`config.mk`:
```
export PLATFORM = sky130hd
export DESIGN_NAME = pc_sequencer
export DESIGN_NICKNAME = d
export VERILOG_FILES = /design/src/rtl/pc_seq_pkg.sv /design/src/rtl/return_stack.sv /design/src/rtl/pc_sequencer.sv
export SDC_FILE = /design/constraint.sdc
export NUM_CORES = 1
export LEC_CHECK = 0
export ABC_AREA = 1
export ABC_CLOCK_PERIOD_IN_PS = 2700
export CAP_MARGIN = 0
export CELL_PAD_IN_SITES_DETAIL_PLACEMENT = 2
export CELL_PAD_IN_SITES_GLOBAL_PLACEMENT = 2
export CORE_UTILIZATION = 38
export CTS_BUF_LIST = sky130_fd_sc_hd__clkbuf_2
export CTS_CLUSTER_SIZE = 25
export DETAILED_ROUTE_END_ITERATION = 16
export DONT_BUFFER_PORTS = 1
export HOLD_SLACK_MARGIN = 0.15
export PLACE_DENSITY_LB_ADDON = 0.15
export SYNTH_ARGS = -nofsm -noshare
export SYNTH_HDL_FRONTEND = slang
export SYNTH_SLANG_ARGS = --single-unit
```
`constraint.sdc`:
```
create_clock -name aclk -period 2.7 [get_ports aclk]
set_input_delay 0.27 -clock aclk [delete_from_list [all_inputs] [get_ports aclk]]
set_output_delay 0.27 -clock aclk [all_outputs]
set_load 0.02 [all_outputs]
```
`src/rtl/pc_seq_pkg.sv`:
```
// pc_seq_pkg: shared opcode/state types and PC width for the PC sequencer
package pc_seq_pkg;
  localparam int PC_W = 16;
  typedef enum logic [2:0] {
    NOP    = 3'd0,
    JNEAR  = 3'd1,
    JREALM = 3'd2,
    JFAR   = 3'd3,
    CALL   = 3'd4,
    RET    = 3'd5
  } op_t;
  typedef enum logic [1:0] {IDLE, RUN, FAULT} state_t;
endpackage

```
`src/rtl/return_stack.sv`:
```
// return_stack: LIFO of return addresses with combinational top and synchronous clear
module return_stack
  import pc_seq_pkg::*;
#(
  parameter int DEPTH = 8,
  localparam int AW = $clog2(DEPTH)
) (
  input  logic            clk,
  input  logic            rst,
  input  logic            clear,
  input  logic            push,
  input  logic            pop,
  input  logic [PC_W-1:0] din,
  output logic [PC_W-1:0] top,
  output logic            full,
  output logic            empty,
  output logic [AW:0]     count
);
  logic [PC_W-1:0] mem [DEPTH];
  logic [AW:0]     sp;
  assign full  = sp == (AW+1)'(DEPTH);
  assign empty = sp == '0;
  assign count = sp;
  assign top   = mem[AW'(sp - 1'b1)];
  always_ff @(posedge clk or posedge rst)
    if (rst) sp <= '0;
    else if (clear) sp <= '0;
    else if (push && !full) sp <= sp + 1'b1;
    else if (pop && !empty) sp <= sp - 1'b1;
  // storage needs no reset: entries above sp are never observed
  always_ff @(posedge clk)
    if (push && !full && !clear) mem[sp[AW-1:0]] <= din;
endmodule

```
`src/rtl/pc_sequencer.sv`:
```
// pc_sequencer: turns execute-stage branch requests into same-cycle PC control,
// with a return-address stack for far calls and returns
module pc_sequencer
  import pc_seq_pkg::*;
#(
  parameter int STACK_DEPTH = 8
) (
  input  logic                         aclk,
  input  logic                         areset,
  input  logic                         start,
  input  logic                         clear_fault,
  input  logic                         fetch_ready,
  input  logic                         req_valid,
  output logic                         req_ready,
  input  logic [2:0]                   req_op,
  input  logic [15:0]                  req_target,
  input  logic [15:0]                  pc_addr,
  output logic                         pc_enable,
  output logic                         pc_cjmp,
  output logic                         pc_rjmp,
  output logic [7:0]                   pc_rx_count,
  output logic [7:0]                   pc_rx_realm,
  output logic                         running,
  output logic                         fault,
  output logic                         overflow,
  output logic                         underflow,
  output logic [$clog2(STACK_DEPTH):0] depth
);
  state_t          state, state_n;
  op_t             op;
  logic [PC_W-1:0] top;
  logic            full, empty, accept, is_call, is_ret, ovf, unf, clr;
  assign op        = op_t'(req_op);
  assign running   = state == RUN;
  assign fault     = state == FAULT;
  assign req_ready = running & fetch_ready;
  assign accept    = req_ready & req_valid;
  assign is_call   = accept && op == CALL;
  assign is_ret    = accept && op == RET;
  assign ovf       = is_call && full;
  assign unf       = is_ret && empty;
  assign clr       = fault & clear_fault;
  assign pc_enable = req_ready & ~(ovf | unf);
  return_stack #(.DEPTH(STACK_DEPTH)) u_stack (
    .clk   (aclk),
    .rst   (areset),
    .clear (clr),
    .push  (is_call && !full),
    .pop   (is_ret && !empty),
    .din   (pc_addr),
    .top   (top),
    .full  (full),
    .empty (empty),
    .count (depth)
  );
  always_comb begin
    pc_cjmp     = 1'b0;
    pc_rjmp     = 1'b0;
    pc_rx_count = 8'h00;
    pc_rx_realm = 8'h00;
    if (accept && !ovf && !unf)
      case (op)
        JNEAR: begin
          pc_cjmp     = 1'b1;
          pc_rx_count = req_target[7:0];
        end
        JREALM: begin
          pc_rjmp     = 1'b1;
          pc_rx_realm = req_target[15:8];
        end
        JFAR, CALL: begin
          pc_cjmp                    = 1'b1;
          pc_rjmp                    = 1'b1;
          {pc_rx_realm, pc_rx_count} = req_target;
        end
        RET: begin
          pc_cjmp                    = 1'b1;
          pc_rjmp                    = 1'b1;
          {pc_rx_realm, pc_rx_count} = top;
        end
        default: ;
      endcase
  end
  always_comb begin
    state_n = (state == IDLE && start)         ? RUN   :
              (state == RUN && (ovf || unf))   ? FAULT :
              clr                              ? IDLE  : state;
  end
  always_ff @(posedge aclk or posedge areset)
    if (areset) state <= IDLE;
    else state <= state_n;
  always_ff @(posedge aclk or posedge areset)
    if (areset) begin
      overflow  <= 1'b0;
      underflow <= 1'b0;
    end else if (clr) begin
      overflow  <= 1'b0;
      underflow <= 1'b0;
    end else begin
      if (ovf) overflow <= 1'b1;
      if (unf) underflow <= 1'b1;
    end
endmodule

```
# Word level (Yosys, flattened, before mapping)
# Memory sizes are Yosys's and may differ from the RTL's.
# Index checks and enable logic that the tools add are counted.
# word_totals
regBits	8
ram_bits	128
in_bits	41
output_inout_bits	28
elab_cells	70
memories	1
# op_classes
add_sub_neg	2
eq_ne	8
n_mux	20
n_bitwise	6
n_reduce_logical	29
# mem_list
name	depth	width	read_ports	rd_ports_with_merged_regs	write_ports	line_no	source
u_stack.mem	8	16	1	0	1	return_stack.sv:19	logic [PC_W-1:0] mem [DEPTH];
# op_table
operator	count
$pmux 8 s2	2
$mux 8	2
$logic_and 1x1->1	13
$mux 4	3
$mux 1	10
$reduce_or 4->1	2
$eq 3x2->1 const B	2
$eq 3x3->1 const B	2
$mux 2	3
$reduce_bool 3->1	2
$reduce_or 3->1	2
$logic_not 1->1	5
$add 4x1->4 const B	1
$and 1x1->1	4
$eq 4x4->1 const B	1
$logic_not 4->1	1
$reduce_bool 2->1	2
$sub 4x1->4 const B	1
$eq 3x1->1 const B	1
$eq 2x1->1 const B	1
$eq 2x2->1 const B	1
$logic_not 2->1	1
$logic_or 1x1->1	1
$not 1->1	1
$or 1x1->1	1

# Logic depth before layout (Yosys ltp)
# depth
depth_word	9
ltp_mapped	10

# Modules after synthesis
# From an unflattened synthesis, not the netlist that was laid out.
# unflattened
cells_unflattened	588
hier_area_um2	6117.1
# modules_own_cells
module	instances	cells_per_inst	area_each_um2
return_stack	1	457	5446.5
pc_sequencer	1	131	670.6

# Least setup slack after synthesis
# No wires, ideal clock.
# synth_timing
path_kind	register -> register
startpoint	register u_stack.sp[0], in the netlist u_stack.count[0]
endpoint	memory u_stack.mem[4][0], enable pin
setup_time_ps	409
t_arrival_ps	2629
required_ps	2291
setup_slack_ps	-338
stages_incl_launch_ff	9
n_path_buf	1
cell_sequence	dfrtp_1 > inv_2 > clkbuf_1 > ha_1 > nand3_2 > nand3_2 > inv_2 > nand2_1 > nor3_1
# synth_between
elab_chain_len	7
# synth_rtl
item	line_no	source
start: declaration	return_stack.sv:20	logic [AW:0] sp;
start signal: assignment	return_stack.sv:28	else if (push && !full) sp <= sp + 1'b1;
start signal: assignment	return_stack.sv:29	else if (pop && !empty) sp <= sp - 1'b1;
$eq 4x4->1	return_stack.sv:21	assign full = sp == (AW+1)'(DEPTH);
$logic_not 1->1	return_stack.sv:32, pc_sequencer.sv:48	
$logic_and 1x1->1	pc_sequencer.sv:48	.push (is_call && !full),
$logic_and 1x1->1 (2 in a row)	return_stack.sv:32	if (push && !full && !clear) mem[sp[AW-1:0]] <= din;
$mux 1	return_stack.sv:32	
$mux 1 (implied by the code)	return_stack.sv:32	
end: declaration	return_stack.sv:19	
# Parallel ways exist; a longest one is shown, timed or not.

# Worst setup path in the final report
# layout_timing
startpoint	register u_stack.sp[1], in the netlist u_stack.count[1]
endpoint	output port pc_rx_realm[7]
# layout_between
elab_chain_len	6
# layout_rtl
item	line_no	source
branches (longest 5 deep; another with $mem_v2 8x16)	-	
$mux 8 (*)	pc_sequencer.sv:61	if (accept && !ovf && !unf)
end: declaration	pc_sequencer.sv:22	output logic [7:0] pc_rx_realm,
# Mark *: on every way between the ends.

==> results_dict.tcl <==
set metrics [dict create \
    r2r_end "overflow$_DFFE_PP0P_" \
    avgSynthCellArea_um2 10.0 \
    start_kind "flop" \
    clock_path_buffers 2 \
    synth-xor-area-share_pct 0.880 \
    maxCapViolations 0 \
    drt_iter0_drc 292 \
    ys_ff_latch 136 \
    vias 4808 \
    crit-reg2reg-launch "u_stack.count[1]$_DFFE_PP0P_" \
    synth_cell_types 24 \
    nFillCells 1632 \
    setup.worst_path.class "reg2out" \
    synth_top_family_by_area "simple AND/OR/NAND/NOR gates" \
    finalHoldViolations 0 \
    grtUsageTotal_pct 27.1 \
    drive_above_1_share_pct 22.2 \
    place_inst 836 \
    fmax_mhz 359 \
    violations "setup timing" \
    wirelength_um 22600 \
    cp_data_required_time_ns 2.43 \
    final_nets 734 \
    hold_class "in2reg" \
    holdPathStages 1 \
    cts_sinks 136 \
    drc 0 \
    pwr_density_cell_nw_per_um2 1050 \
    fp.dieW_um 129 \
    final_util_pct 49.6 \
    synth-simple-area-share_pct 25.1 \
    setup_violations 9 \
    initial_core_util_pct 38.8 \
    core_area_um2 15800 \
    dieHeight_um 129 \
    ir_drop_v 0.000555 \
    path_max_fanout 10 \
    min_to "u_stack.mem[4][5]$_DFFE_PP_" \
    r2r_setup_slack_ns 0.10 \
    grt_pass1_wl_um 31600 \
    muxShareOfSynthArea_pct 0 \
    power.leakage_nw 3.19 \
    row_count 46 \
    reg2reg_depth 9 \
    setup_tns_ns -0.290 \
    cts_max_level 4 \
    grt_pass1_vias 5316 \
    final.period_utilization_pct 103 \
    synth-compound-area-share_pct 1.84 \
    slew_headroom_pct 62.0 \
    fin_cells 919 \
    die_area_um2 16600 \
    ys_seq_area_share_pct 66.1 \
    timing.hold.ws_ns 0.340 \
    yosysWarnings 0 \
    io-pin-count 69 \
    drt_first_pass_iters 4 \
    gp_congestion 0.762 \
    vias_per_cell 5.23 \
    cts_made_buffers 17 \
    syn-cell-area_um2 6120 \
    route.detailed.wl_per_inst_um 24.6 \
    status "finished with violations" \
    min_from "pc_addr[5]" \
    pre_cts_slack_ns 0.144 \
    rsz0062_at_grt "yes" \
    final-seq-area_um2 4050 \
    numPortBuffers 0 \
    end_kind "output pin" \
    synth_nets 653 \
    synth_fa_ha_area_share_pct 0.614 \
    insertion_delay_ns 0.77 \
    multi_input_area_um2 1950 \
    clock_skew_ns 0.0564 \
    grt_max_degree 36 \
    dp_hpwl_um 11100 \
    syn_to_final_growth_pct 27.9 \
    worstMarginPinSlew_ns 0.566 \
    fin_crit_ns 2.79 \
    final.setup.worst_slack_ns -0.0878 \
    ant_nets 0 \
    grt.overflow.total 0 \
    clk_pin_slew_ns 0.28 \
    antenna_found_initial 1 \
    ctsRootBufferMaster "clkbuf_2" \
    synth_cells 609 \
    slew_viol_final 0 \
    cts_tree "yes" \
    crit_arrival_ns 2.52 \
]
[worst max path at each step]
stage                     cells after the start                           to                    startpoint  slack (ns)
final                                         9               pc_rx_realm[7]  u_stack.count[1]$_DFFE_PP0P_       -0.09
after floorplan                               8  u_stack.mem[4][0]$_DFFE_PP_  u_stack.count[0]$_DFFE_PP0P_       -0.34
after global routing                          9               pc_rx_realm[7]  u_stack.count[1]$_DFFE_PP0P_       -0.19
after detailed placement                      8               pc_rx_realm[4]  u_stack.count[1]$_DFFE_PP0P_        0.14
after global placement                        8               pc_rx_realm[6]  u_stack.count[0]$_DFFE_PP0P_        0.29
after CTS                                     8               pc_rx_realm[6]  u_stack.count[0]$_DFFE_PP0P_      -0.009
[kinds of logic after synthesis]
logic type      Yosys count
xor+xnor                  4
flops                   136
fa+ha+maj                 3
buf+inv                  79
compound gates           22
simple gates            365
[report_power, final]
group          switching, W  total [W]  internal, W
sequential         0.000100    0.00247      0.00237
clock              0.000845    0.00137     0.000521
combinational       0.00267    0.00436      0.00169
total               0.00361    0.00819      0.00458
[final cells by class]
class	instances	area share, %
Sequential cell	136	51.7
Multi-Input combinational cell	394	25.0
Timing Repair Buffer	88	13.7
Tap cell	216	3.45
Inverter	53	2.80
Clock inverter	14	2.22
Clock buffer	17	1.09
Antenna cell	1	0.0320
[sequential cells by signal (all words and copies together), names as in the netlist]
signal / count
underflow: 1
u_stack.mem: 128
overflow: 1
u_stack.count: 4
state: 2
[critical path: stages, from the launching register on]
cell     delay (ns)
dfrtp_2        0.51
inv_4          0.10
ha_4           0.24
inv_6          0.12
buf_12         0.14
nand2_1        0.08
nand3_1        0.10
nand3_1        0.12
a21oi_2        0.17
buf_4          0.17
[through the flow]
| step | instance area [um^2] | total power [W] |
|---|---|---|
| after global placement | 6590 | 0.00509 |
| after global routing | 7830 | 0.00855 |
| after detailed placement | 6590 | 0.00523 |
| final | 7830 | 0.00819 |
| after floorplan | 6120 | 0.00439 |
| after CTS | 7560 | 0.00765 |
[cell usage after synthesis]
library cell  number  area (um^2)
xnor2_1            1         8.76
nor3_1             3         15.0
nand3_1           71          355
nor2_1            13         48.8
clkbuf_1          12         45.0
nand2_1          267         1000
buf_6              2         22.5
buf_2              7         35.0
xor2_1             2         17.5
buf_1              1         3.75
o211ai_1           1         7.51
dfrtp_1            8          200
a21oi_1           19         95.1
nor2_4             2         22.5
buf_4              4         30.0
edfxtp_1         128         3840
inv_1             47          176
ha_1               3         37.5
xnor2_4            1         27.5
o21ai_1            2         10.0
nor2_2             1         6.26
nand3_2            7         70.1
inv_2              6         22.5
nor3b_2            1         12.5
[layout by cell type (no fill, tap or decap), types with 5 or more instances in the layout]
| master | synthesis | routed |
|---|---|---|
| nand3_1 | 71 | 52 |
| inv_2 | 6 | 5 |
| clkbuf_2 | 0 | 17 |
| nand3_2 | 7 | 25 |
| nor2_1 | 13 | 6 |
| nand2_1 | 267 | 267 |
| buf_6 | 2 | 10 |
| nor2_2 | 1 | 7 |
| edfxtp_1 | 128 | 128 |
| buf_12 | 0 | 9 |
| buf_16 | 0 | 6 |
| dlygate4sd3_1 | 0 | 32 |
| a21oi_1 | 19 | 5 |
| a21oi_2 | 0 | 14 |
| buf_4 | 4 | 27 |
| inv_1 | 47 | 44 |
[repair_timing]
item,4_1_cts,5_1_grt
setup buffers,8,3
pin swaps,7,3
endpoints found under the hold margin,147,0
hold buffers,32,0
endpoints found under the setup margin,18,19
resized for setup,50,41
cloned,5,3
[per-layer routing]
metal | track usage, % | up-vias | wire length (um)
li1 | - | 2172 | -
met1 | 31.4 | 2457 | 9120
met2 | 48.0 | 136 | 11800
met4 | 12.1 | 0 | 600
met5 | 0 | - | 0
met3 | 6.20 | 43 | 1010
(Power assumes the default switching activity.)
